==> src/rtl/spi_pkg.sv <==
// Shared types and constants for the SPI read buffer: FSM states and FIFO entry layout.
package spi_pkg;

  localparam int unsigned SKIP_BYTES_DEF = 4;
  localparam int unsigned DATA_W         = 8;
  localparam int unsigned ENTRY_W        = 9;

  typedef enum logic [1:0] {
    ST_IDLE    = 2'd0,
    ST_SKIP    = 2'd1,
    ST_PAYLOAD = 2'd2,
    ST_FLUSH   = 2'd3
  } spi_state_e;

  // One FIFO slot: end-of-frame marker plus payload byte.
  typedef struct packed {
    logic              last;
    logic [DATA_W-1:0] data;
  } fifo_entry_t;

endpackage

==> src/rtl/spi_rx_fifo.sv <==
// Synchronous first-word-fall-through FIFO with a registered head; drops pushes when full.
module spi_rx_fifo
  import spi_pkg::*;
#(
  parameter int unsigned DEPTH = 16
) (
  input  logic               clk,
  input  logic               rst,
  input  logic               push,
  input  logic [ENTRY_W-1:0] push_data,
  input  logic               pop,
  output logic [ENTRY_W-1:0] head,
  output logic               valid,
  output logic               full_c
);

  localparam int unsigned PTR_W = $clog2(DEPTH);
  localparam int unsigned CNT_W = PTR_W + 1;

  logic [ENTRY_W-1:0] mem [DEPTH];
  logic [PTR_W-1:0]   wr_ptr;
  logic [PTR_W-1:0]   rd_ptr;
  logic [PTR_W-1:0]   rd_ptr_n;
  logic [CNT_W-1:0]   count;
  logic [CNT_W-1:0]   count_n;
  logic               empty;
  logic               pop_acc;
  logic               push_acc;

  always_comb begin
    empty    = (count == '0);
    full_c   = (count == CNT_W'(DEPTH));
    pop_acc  = pop & ~empty;
    push_acc = push & (~full_c | pop_acc);
    rd_ptr_n = pop_acc ? rd_ptr + PTR_W'(1) : rd_ptr;
    count_n  = count + CNT_W'(push_acc) - CNT_W'(pop_acc);
  end

  always_ff @(posedge clk) begin
    if (push_acc) mem[wr_ptr] <= push_data;
  end

  // Head register tracks the entry at the next read pointer; bypass when that slot is written now.
  always_ff @(posedge clk) begin
    if (rst) begin
      wr_ptr <= '0;
      rd_ptr <= '0;
      count  <= '0;
      valid  <= 1'b0;
      head   <= '0;
    end else begin
      if (push_acc) wr_ptr <= wr_ptr + PTR_W'(1);
      rd_ptr <= rd_ptr_n;
      count  <= count_n;
      valid  <= (count_n != '0);
      head   <= (push_acc && (rd_ptr_n == wr_ptr)) ? push_data : mem[rd_ptr_n];
    end
  end

endmodule

==> src/rtl/spi_read_buf.sv <==
// SPI read-response buffer: strips per-frame header bytes and queues payload with end-of-frame marks.
module spi_read_buf
  import spi_pkg::*;
#(
  parameter int unsigned SKIP_BYTES = SKIP_BYTES_DEF,
  parameter int unsigned DEPTH      = 16
) (
  input  logic       sys_clk,
  input  logic       sys_rst,
  input  logic       spi_start,
  input  logic       spi_end,
  input  logic       rec_done,
  input  logic [7:0] data_rec,
  output logic [7:0] out_data,
  output logic       out_last,
  output logic       out_valid,
  input  logic       out_ready,
  output logic       frame_done,
  output logic [7:0] frame_bytes,
  output logic       overflow,
  input  logic       clr_ovf
);

  localparam int unsigned SKIP_W = (SKIP_BYTES > 1) ? $clog2(SKIP_BYTES) : 1;

  spi_state_e        state, state_n;
  logic [SKIP_W-1:0] skip_cnt, skip_cnt_n;
  logic [7:0]        pay_cnt, pay_cnt_n;
  logic [7:0]        stage_data, stage_data_n;
  logic              stage_full, stage_full_n;
  logic              frame_done_n;
  logic [7:0]        frame_bytes_n;
  logic              overflow_n;
  logic              close_frame;
  logic              open_frame;
  logic              push;
  fifo_entry_t       push_entry;
  fifo_entry_t       head_entry;
  logic              fifo_full_c;
  logic              drop;

  spi_rx_fifo #(.DEPTH(DEPTH)) u_fifo (
    .clk       (sys_clk),
    .rst       (sys_rst),
    .push      (push),
    .push_data (push_entry),
    .pop       (out_ready),
    .head      (head_entry),
    .valid     (out_valid),
    .full_c    (fifo_full_c)
  );

  assign out_data = head_entry.data;
  assign out_last = head_entry.last;

  always_comb begin
    state_n       = state;
    skip_cnt_n    = skip_cnt;
    pay_cnt_n     = pay_cnt;
    stage_data_n  = stage_data;
    stage_full_n  = stage_full;
    frame_done_n  = 1'b0;
    frame_bytes_n = frame_bytes;
    close_frame   = 1'b0;
    open_frame    = 1'b0;
    push          = 1'b0;
    push_entry    = '0;

    unique case (state)
      ST_IDLE: open_frame = spi_start;
      ST_SKIP: begin
        if (spi_start) begin
          close_frame = 1'b1;
          open_frame  = 1'b1;
        end else if (spi_end) begin
          close_frame = 1'b1;
        end else if (rec_done) begin
          if (32'(skip_cnt) + 32'd1 == SKIP_BYTES) state_n = ST_PAYLOAD;
          else skip_cnt_n = skip_cnt + SKIP_W'(1);
        end
      end
      ST_PAYLOAD: begin
        if (spi_start) begin
          close_frame = 1'b1;
          open_frame  = 1'b1;
        end else if (rec_done) begin
          // New byte displaces the staged one, which therefore cannot be the last.
          push            = stage_full;
          push_entry.data = stage_data;
          stage_data_n    = data_rec;
          stage_full_n    = 1'b1;
          pay_cnt_n       = (pay_cnt == 8'hFF) ? pay_cnt : pay_cnt + 8'd1;
          if (spi_end) state_n = ST_FLUSH;
        end else if (spi_end) begin
          close_frame = 1'b1;
        end
      end
      ST_FLUSH: begin
        close_frame = 1'b1;
        open_frame  = spi_start;
      end
      default: state_n = ST_IDLE;
    endcase

    if (close_frame) begin
      push            = stage_full;
      push_entry.last = 1'b1;
      push_entry.data = stage_data;
      stage_full_n    = 1'b0;
      frame_done_n    = 1'b1;
      frame_bytes_n   = pay_cnt;
      state_n         = ST_IDLE;
    end

    if (open_frame) begin
      skip_cnt_n   = '0;
      pay_cnt_n    = '0;
      stage_full_n = 1'b0;
      state_n      = (SKIP_BYTES == 0) ? ST_PAYLOAD : ST_SKIP;
    end

    // A drop in the same cycle as a clear keeps the flag set.
    drop       = push & fifo_full_c & ~(out_valid & out_ready);
    overflow_n = drop ? 1'b1 : (clr_ovf ? 1'b0 : overflow);
  end

  always_ff @(posedge sys_clk) begin
    if (sys_rst) begin
      state       <= ST_IDLE;
      skip_cnt    <= '0;
      pay_cnt     <= '0;
      stage_data  <= '0;
      stage_full  <= 1'b0;
      frame_done  <= 1'b0;
      frame_bytes <= '0;
      overflow    <= 1'b0;
    end else begin
      state       <= state_n;
      skip_cnt    <= skip_cnt_n;
      pay_cnt     <= pay_cnt_n;
      stage_data  <= stage_data_n;
      stage_full  <= stage_full_n;
      frame_done  <= frame_done_n;
      frame_bytes <= frame_bytes_n;
      overflow    <= overflow_n;
    end
  end

endmodule

==> config.mk <==
export PLATFORM = sky130hd
export DESIGN_NAME = spi_read_buf
export DESIGN_NICKNAME = d
export VERILOG_FILES = /design/src/rtl/spi_pkg.sv /design/src/rtl/spi_rx_fifo.sv /design/src/rtl/spi_read_buf.sv
export SDC_FILE = /design/constraint.sdc
export NUM_CORES = 1
export LEC_CHECK = 0
export BUFFER_PORTS_ARGS = -buffer_cell sky130_fd_sc_hd__buf_2
export CAP_MARGIN = 20
export CORE_MARGIN = 2
export CORE_UTILIZATION = 38
export DETAILED_ROUTE_END_ITERATION = 8
export MAX_ROUTING_LAYER = met4
export PLACE_DENSITY_LB_ADDON = 0.1
export SYNTH_ARGS = -nofsm -noshare
export SYNTH_HDL_FRONTEND = slang
export SYNTH_SLANG_ARGS = --single-unit
==> constraint.sdc <==
create_clock -name sys_clk -period 4 [get_ports sys_clk]
set_clock_uncertainty 0.2 [all_clocks]
set_input_delay 0.6 -clock sys_clk [delete_from_list [all_inputs] [get_ports sys_clk]]
set_output_delay 0.6 -clock sys_clk [all_outputs]
set_load 0.005 [all_outputs]
Word-level counts from Yosys, hierarchy flattened. Memories as Yosys holds them, arrays and structs flattened. A register that Yosys moved wholly into a read port is not among the register bits. Index checks and enable logic that the tools add are counted.

ROM bits: 0. Output and inout port bits: 20. Memory bits (writable): 144. Register bits after elaboration: 45. Latch bits: 0. Bits of input ports: 15. Logic and storage cells: 100. Memories: 1.

Multiply operators: 0. Shift-type cells: 0. Multiplexer cells: 31. Magnitude comparators: 0. Eq/ne operators: 20. Reduce and logical (&&, ||, !) cells: 15. Divide/modulo/power cells: 0. Bitwise logic cells: 13. Add/subtract/negate cells: 7.

Memory list: u_fifo.mem (depth 16, width 9, read ports 1, clocked after memory_dff 1, wr ports 1, line spi_rx_fifo.sv:20) `logic [ENTRY_W-1:0] mem [DEPTH];`.

Operators with widths (count): $ne A4 B4 Y1 const B (7); $mux W8 (3); $mux W1 (16); $reduce_and A8 Y1 (2); $mux W2 (7); $ne A2 B2 Y1 const B (7); $mux W9 (1); $add A4 B1 Y4 const B (2); $add A8 B1 Y8 const B (1); $eq A8 B8 Y1 const B (1); $not A1 Y1 (7); $reduce_or A2 Y1 (3); $add A5 B1 Y5 (1); $and A1 B1 Y1 (5); $eq A5 B5 Y1 const B (1); $logic_not A5 Y1 (1); $reduce_and A5 Y1 (1); $reduce_bool A5 Y1 (1); $sub A5 B1 Y5 (1); $eq A2 B2 Y1 const B (2); $mux W4 (1); $pmux W2 S2 (1); $reduce_and A4 Y1 (1); $reduce_bool A2 Y1 (2); 11 further kinds (11).

Longest topological paths before layout. Gate-level depths: netlist of run 1.

Word-level depth: 9. Mapped depth: 18. Depth with buffers taken out: 16.

Hierarchy. Synthesis of run 1 repeated with hierarchy kept, for this count alone.

Cells, all modules: 761. Area, all modules: 9645.5 µm².

By module, submodules not included: spi_rx_fifo (cells an instance 601, seq. area each 4784.6 µm², times used 1, area each 8202.9 µm²); spi_read_buf (cells an instance 160, seq. area each 620.6 µm², times used 1, area each 1442.6 µm²).

Least setup slack after synthesis of run 1. Ideal clock, no wire load.

Kind: register -> register. Start: reg u_fifo.count[3]. End: reg u_fifo.valid. Slack: 821 ps. Setup time: 137 ps. Stages on the path, launching flop included: 19. Arrival time: 2842 ps. Data required time: 3663 ps. Period minus slack after synthesis: 3179 ps. Cells stage by stage: dfxtp_1 inv_1 ha_1 or4b_4 nand2_4 inv_2 buf_6 buf_2 ha_1 inv_1 ha_1 inv_1 fa_1 inv_1 a21oi_1 nor2_1 nor2_1 xnor2_1 a41oi_1.

Cells in the longest elaborated chain, start to end: 8.

RTL lines: from (decl) (line spi_rx_fifo.sv:24) `logic [CNT_W-1:0] count;`; from (signal assigned) (line spi_rx_fifo.sv:54) `count <= count_n;`; $logic_not A5 Y1 (line spi_rx_fifo.sv:31) `empty = (count == '0);`; $not A1 Y1 (line spi_rx_fifo.sv:33) `pop_acc = pop & ~empty;`; $and A1 B1 Y1 (line spi_rx_fifo.sv:33); $or A1 B1 Y1 (line spi_rx_fifo.sv:34) `push_acc = push & (~full_c | pop_acc);`; $and A1 B1 Y1 (line spi_rx_fifo.sv:34); $add A5 B1 Y5 (line spi_rx_fifo.sv:36) `count_n = count + CNT_W'(push_acc) - CNT_W'(pop_acc);`; $sub A5 B1 Y5 (*) (line spi_rx_fifo.sv:36); $reduce_bool A5 Y1 (*) (line spi_rx_fifo.sv:55) `valid <= (count_n != '0);`; to (signal assigned) (line spi_rx_fifo.sv:55); to (decl) (line spi_rx_fifo.sv:13) `output logic valid,`.

Mark *: on every way between the ends. The rest lies on a longest branch, timed or not. A chain may end at the register's enable or synchronous reset.

Worst setup path after layout of run 1. Ends and elaborated chain as after synthesis.

==> reports/results.ini, run 1 <==
[status]
status = finished clean

[run]
max_cap_viol_count = 0

[global_route]
grt_remaining_overflow = 0
antenna_found_initial = 0
grt_pass1_vias = 6328
grt_max_degree = 38
track_usage_pct = 19.8
grt_pass1_wl_um = 37700

[synthesis]
synth_top_family_by_area = multiplexers
synthesis.area_sq_um = 9530
synth_top_cell_by_area = edfxtp_1
avgSynthCellArea_sq_um = 13.2
synth-seq-area-share_pct = 56.7
synthSimpleGateAreaFrac_pct = 9.81
synth_compound_area_share_pct = 10.6
syn_nets = 753
synth_edf_count = 144
synth_cell_types = 67
yosys_most_used_dff = edfxtp_1
yosysWarnings = 0
synth_cells = 719
synth.mux.area_fraction_pct = 14.9
synthArstFlopShare_pct = 0
synth-xor-area-share_pct = 2.11
synthTopCellsByArea = edfxtp_1, dfxtp_1, mux4_2
ys_ff_latch = 198
yosys.area_share.adder_pct = 2.57
synth_top_cell_area_share_pct = 45.4

[worst_setup_path]
path_max_fanout = 13
path_common_cell = inv_1
critPathMaxStageDelay_ns = 0.59
cp.required_ns = 4.09
critPathLaunchType = flip-flop
crit_type = reg -> reg
cp-startpoint = u_fifo.count[3]$_SDFF_PP0_
path_cells = inv_1 > ha_1 > or4b_4 > nand2_4 > inv_2 > ha_1 > inv_1 > ha_1 > inv_1 > fa_1 > inv_1 > a21oi_1 > nor2_1 > nor2_1 > xnor2_1 > a41oi_1
r2r_start = u_fifo.count[3]$_SDFF_PP0_
cp_data_arrival_time_ns = 3.46
slowest_stage = or4b_4
critPathCaptureType = flip-flop

[pwr]
peakVddDrop_v = 0.000338
leakage_nw = 3.19
p_per_area_nw_per_um2 = 520

[routing]
via_count = 6324
routedWlPerCell_um = 22.2
dr.pass1.iters = 7
drc = 0
ant_nets = 0
wl_um = 24400
vias_per_cell = 5.76
drt_iter0_markers = 557

[sta]
setup_viol = 0
worst_pin_slew_ns = 0.900
tns_ns = 0
fin_crit_ns = 3.37
period_share_pct = 84.2
rsz0062_at_grt = no
slew_headroom_pct = 40.0
slew_viol_final = 0
timing.fmax_mhz = 297
hold_viol = 0

[die]
die_x_um = 162
ios = 35
die_h_um = 162
start_util_pct = 38.9
coreArea_sq_um = 24500
num_rows = 57
die-area_sq_um = 26400

[clock_network]
cts_max_level = 4
cts-root-buf = clkbuf_16
cts_resized = 0
cts-hold-fix-buffers = 0
cts_tree = built
clockBufferDepth = 2
clk-insertion-delay-late_ns = 0.44
clock_sinks = 198
path_clk_slew_ns = 0.08
numCtsBuffers = 17
cts_setup_buffers = 0

[final_layout]
final_common_cell = edfxtp_1
final_cell_mix = edfxtp_1, nor2_1, nand2_1
stdcell_area_sq_um = 10700
syn2layout_area_growth_pct = 12.5
nNetsFinal = 794
fin_cells = 1097
diodes = 0
final.fill_count = 2231
drive_gt1_share_pct = 21.3

[min_path]
hold_path.class = in -> reg
min_from = data_rec[0]

[place]
hpwlAfterDp_um = 16100
gp_congestion = 0.800
post_dp_cell_area_sq_um = 10200
dp.cells = 1065
io_buffers = 34

==> layer usage <==
layer	track usage [%]	part of all wire, %	up-vias	wire (um)
li1	-	-	2866	-
met1	26.0	44	3250	10700
met2	32.2	50	182	12200
met3	3.54	4.9	26	1190
met4	4.83	1.3	0	318
met5	-	0	-	0
==> sequential cells by signal, indices dropped and copies added, names as in the netlist, 2 cells and up <==
signal,cells
u_fifo.wr_ptr,4
u_fifo.head,9
u_fifo.mem,144
u_fifo.rd_ptr,4
state,2
stage_data,8
pay_cnt,8
frame_bytes,8
skip_cnt,2
u_fifo.count,5
==> cells by family after synthesis <==
| kind of cell | after synthesis |
|---|---|
| buffers and inverters | 66 |
| multiplexers | 91 |
| AO/OA/AOI/OAI | 129 |
| AND/OR/NAND/NOR | 193 |
| XOR/XNOR | 23 |
| adder cells (fa/ha/maj) | 19 |
| flip-flops | 198 |
==> area by class of cell <==
cell class                 instances  area [sq um]  area share, %
sequential                       198          5410           50.5
multi-input combinational        455          3820           35.7
timing repair buffer              71           448           4.18
clock buffer                      17           425           3.97
tap                              324           405           3.78
clock inverter                    15           139           1.30
inverter                          17          63.8          0.596
==> synth_stat cells (all sizes together) (14+ instances only) <==
master,number
nand2,60
mux2i,43
buf,30
o32a,16
nor2,62
nor2b,15
edfxtp,144
xnor2,15
nor3,14
mux4,40
ha,18
a21oi,21
clkbuf,19
o21ai,16
inv,16
dfxtp,54
==> path summary, 6_finish.rpt <==
| kind | to | slack [ns] | cells past startpoint |
|---|---|---|---|
| worst max register to register | u_fifo.valid$_SDFF_PP0_ | 0.63 | 16 |
| worst min register to register | overflow$_SDFFE_PP0P_ | 0.27 | 2 |
| worst max-delay path | u_fifo.valid$_SDFF_PP0_ | 0.63 | 16 |
| worst min-delay path | stage_data[0]$_SDFFE_PP0P_ | 0.20 | 3 |
==> critical path: cells and delay by family, from the launching register on <==
kind                       cells  cell delay, ns
AOI/OAI and AO/OA              2            0.20
xor gates and xnor gates       1            0.18
adders and majority gates      4            1.04
buffers and inverters          5            0.40
DFF                            1            0.33
and+or+nand+nor                4            0.86
==> stage by stage <==
step	power, mW	setup slack [ns]	hold WS, ns	util (%)
2_1_floorplan	3.60	0.821	0.236	-
3_3_place_gp	3.95	0.622	0.260	41.5
3_5_place_dp	3.97	0.481	0.263	41.5
4_1_cts	5.62	0.609	0.185	43.8
5_1_grt	5.82	0.436	0.199	43.8
6_report	5.57	0.630	0.203	43.8
==> power by group <==
| part | internal [mW] | switching [mW] | leakage [nW] |
|---|---|---|---|
| combinational | 0.689 | 0.918 | 1.46 |
| clock | 0.823 | 0.828 | 0.266 |
| sequential | 2.22 | 0.0895 | 1.46 |
No activity file was read; power rests on OpenSTA's default activity.
==> run 2, diff against run 1 <==
clock period = 3.25 ns   (was 4 ns; I/O delays follow)
==> reports/results.ini, run 2 (same netlist as run 1, synthesis figures left out) <==
[final_layout]
final.fill_count = 2215  ; -0.72%
largest_reg_flops = 144  ; unchanged
nNetsFinal = 810  ; +2.0%
stdcell_area_sq_um = 10900  ; +1.3%
final_common_cell = edfxtp_1
final_cell_mix = edfxtp_1, nor2_1, nand2_1
drive_gt1_share_pct = 22.8  ; +1.5 points
diodes = 0  ; unchanged
syn2layout_area_growth_pct = 13.9
max_flop_register = u_fifo.mem
fin_util_pct = 44.4  ; +0.57 points
top_regs = u_fifo.mem (144), u_fifo.head (9)

[place]
gp_congestion = 0.825  ; +3.1%
io_buffers = 34  ; unchanged
hpwlAfterDp_um = 16600  ; +3.5%
post_dp_cell_area_sq_um = 10300  ; +1.2%
dp_worst_setup_slack_ns = 0.160  ; -0.321 ns

[global_route]
top_usage_layer = met2
grt_max_degree = 66  ; +74%
grt_pass1_vias = 6407  ; +1.2%
grt_remaining_overflow = 0  ; unchanged
gr-usage-met1_pct = 26.1  ; +0.14 points
antenna_found_initial = 0  ; unchanged
grtUsageMet2_pct = 33.6  ; +1.4 points
track_usage_pct = 20.2  ; +0.38 points
grt_pass1_wl_um = 38400  ; +1.9%
met3_usage_pct = 3.16  ; -0.38 points

[pwr]
sw_frac_of_total_pct = 32.5  ; -0.42 points
pwr-share-clk_pct = 29.4  ; -0.2 points
p_int_mw = 4.72  ; +26%
pwr-share-seq_pct = 39.8  ; -1.7 points
p_total_mw = 7.00  ; +26%
p_per_area_nw_per_um2 = 645  ; +24%
switchingPower_mw = 2.28  ; +24%
peakVddDrop_v = 0.000474  ; +40%
leakage_nw = 3.28  ; +2.8%
power.share.combinational_pct = 30.8  ; +2.0 points

[routing]
via_count = 6325  ; +0.016%
drc = 0  ; unchanged
vias_per_cell = 5.68  ; -1.4%
wl_um = 25200  ; +3.2%
drt_iter0_markers = 494  ; -11%
dr.pass1.iters = 5  ; -2
routedWlPerCell_um = 22.6  ; +1.7%
ant_nets = 0  ; unchanged

[die]
num_rows = 57  ; unchanged
start_util_pct = 38.9  ; unchanged
die_h_um = 162  ; unchanged
coreArea_sq_um = 24500  ; unchanged
ios = 35  ; unchanged
die-area_sq_um = 26400  ; unchanged
die_x_um = 162  ; unchanged

[worst_setup_path]
cp_data_arrival_time_ns = 3.18  ; -0.28 ns
slowest_stage = or4b_4
path_max_fanout = 3  ; -10
crit_type = reg -> reg
cp_top_family = adder cells
path_cells = inv_1 > ha_2 > or4b_4 > nand2_4 > inv_2 > ha_1 > inv_1 > ha_1 > inv_1 > fa_2 > inv_1 > a21oi_1 > nor2_1 > nor2_1 > xnor2_1 > a41oi_1
critPathCaptureType = flip-flop
cp.required_ns = 3.36  ; -0.73 ns
critPathBufInv = 5  ; unchanged
path_common_cell = inv_1
critPathMaxStageDelay_ns = 0.49  ; -0.10 ns
critPathLaunchType = flip-flop

[clock_network]
clock_sinks = 198  ; unchanged
cts_max_level = 4  ; unchanged
clockBufferDepth = 2  ; unchanged
cts-root-buf = clkbuf_16
clk-insertion-delay-late_ns = 0.44  ; about the same
cts_tree = built
cts-hold-fix-buffers = 0  ; unchanged
path_clk_slew_ns = 0.08  ; about the same
numCtsBuffers = 17  ; unchanged

[sta]
slew_viol_final = 0  ; unchanged
setup_viol = 0  ; unchanged
tns_ns = 0  ; unchanged
rsz0062_at_grt = no
timing.fmax_mhz = 326  ; +9.8%
slew_headroom_pct = 27.2  ; -13 points
hold_viol = 0  ; unchanged
period_share_pct = 94.4  ; +10 points
fin_crit_ns = 3.07  ; -0.301 ns
worst_pin_slew_ns = 1.09  ; +0.187 ns
fin_ws_ns = 0.181  ; -0.449 ns

[min_path]
hold_path.class = in -> reg

[run]
max_cap_viol_count = 0  ; unchanged

[status]
status = finished clean

run 2: final timing paths:
kind                                   start                    endpoint  slack, ns  depth (start not counted)
setup / recovery  u_fifo.count[3]$_SDFF_PP0_     u_fifo.valid$_SDFF_PP0_       0.18                         16
hold / removal                   data_rec[0]  stage_data[0]$_SDFFE_PP0P_       0.08                          3
setup reg to reg  u_fifo.count[3]$_SDFF_PP0_     u_fifo.valid$_SDFF_PP0_       0.18                         16
hold reg to reg        overflow$_SDFFE_PP0P_       overflow$_SDFFE_PP0P_       0.27                          2
run 2: cell type report:
type                    instances  area, sq um  area share, %
flip-flops and latches        198         5410           49.8
multi-input cells             455         3820           35.2
repair buffers                 87          581           5.35
clock buffers                  18          429           3.95
well taps                     324          405           3.73
clock inverters                14          143           1.31
inverters                      17         63.8          0.588
run 2: layer usage:
layer	up-vias	part of all wire (%)
li1	2895	-
met1	3249	44
met2	157	51
met3	24	4.0
met4	0	1.4
met5	-	0
run 2: power groups by stage:
stage | Clock [mW] | Combinational (mW) | Sequential, mW
3_5_place_dp | 0 | 2.12 | 2.85
6_report | 2.06 | 2.15 | 2.79
3_3_place_gp | 0 | 2.07 | 2.84
2_1_floorplan | 0 | 1.61 | 2.82
4_1_cts | 2.11 | 2.13 | 2.79
5_1_grt | 2.21 | 2.33 | 2.80
run 2: what timing repair did:
action                     4_1_cts  5_1_grt
gates resized for setup          0        2
setup endpoints to repair        0        1
buffers inserted                 0        1
run 2: per-stage QoR:
step	hold slack (ns)	instances
6_report	0.0850	1113
3_5_place_dp	0.259	1080
5_1_grt	0.0853	1113
3_3_place_gp	0.254	1080
4_1_cts	0.0772	1112
2_1_floorplan	0.236	719
run 2: worst min-delay path, stage by stage:
cell and delay, ns:
buf_2 0.10, nand2_1 0.04, a21oi_1 0.05
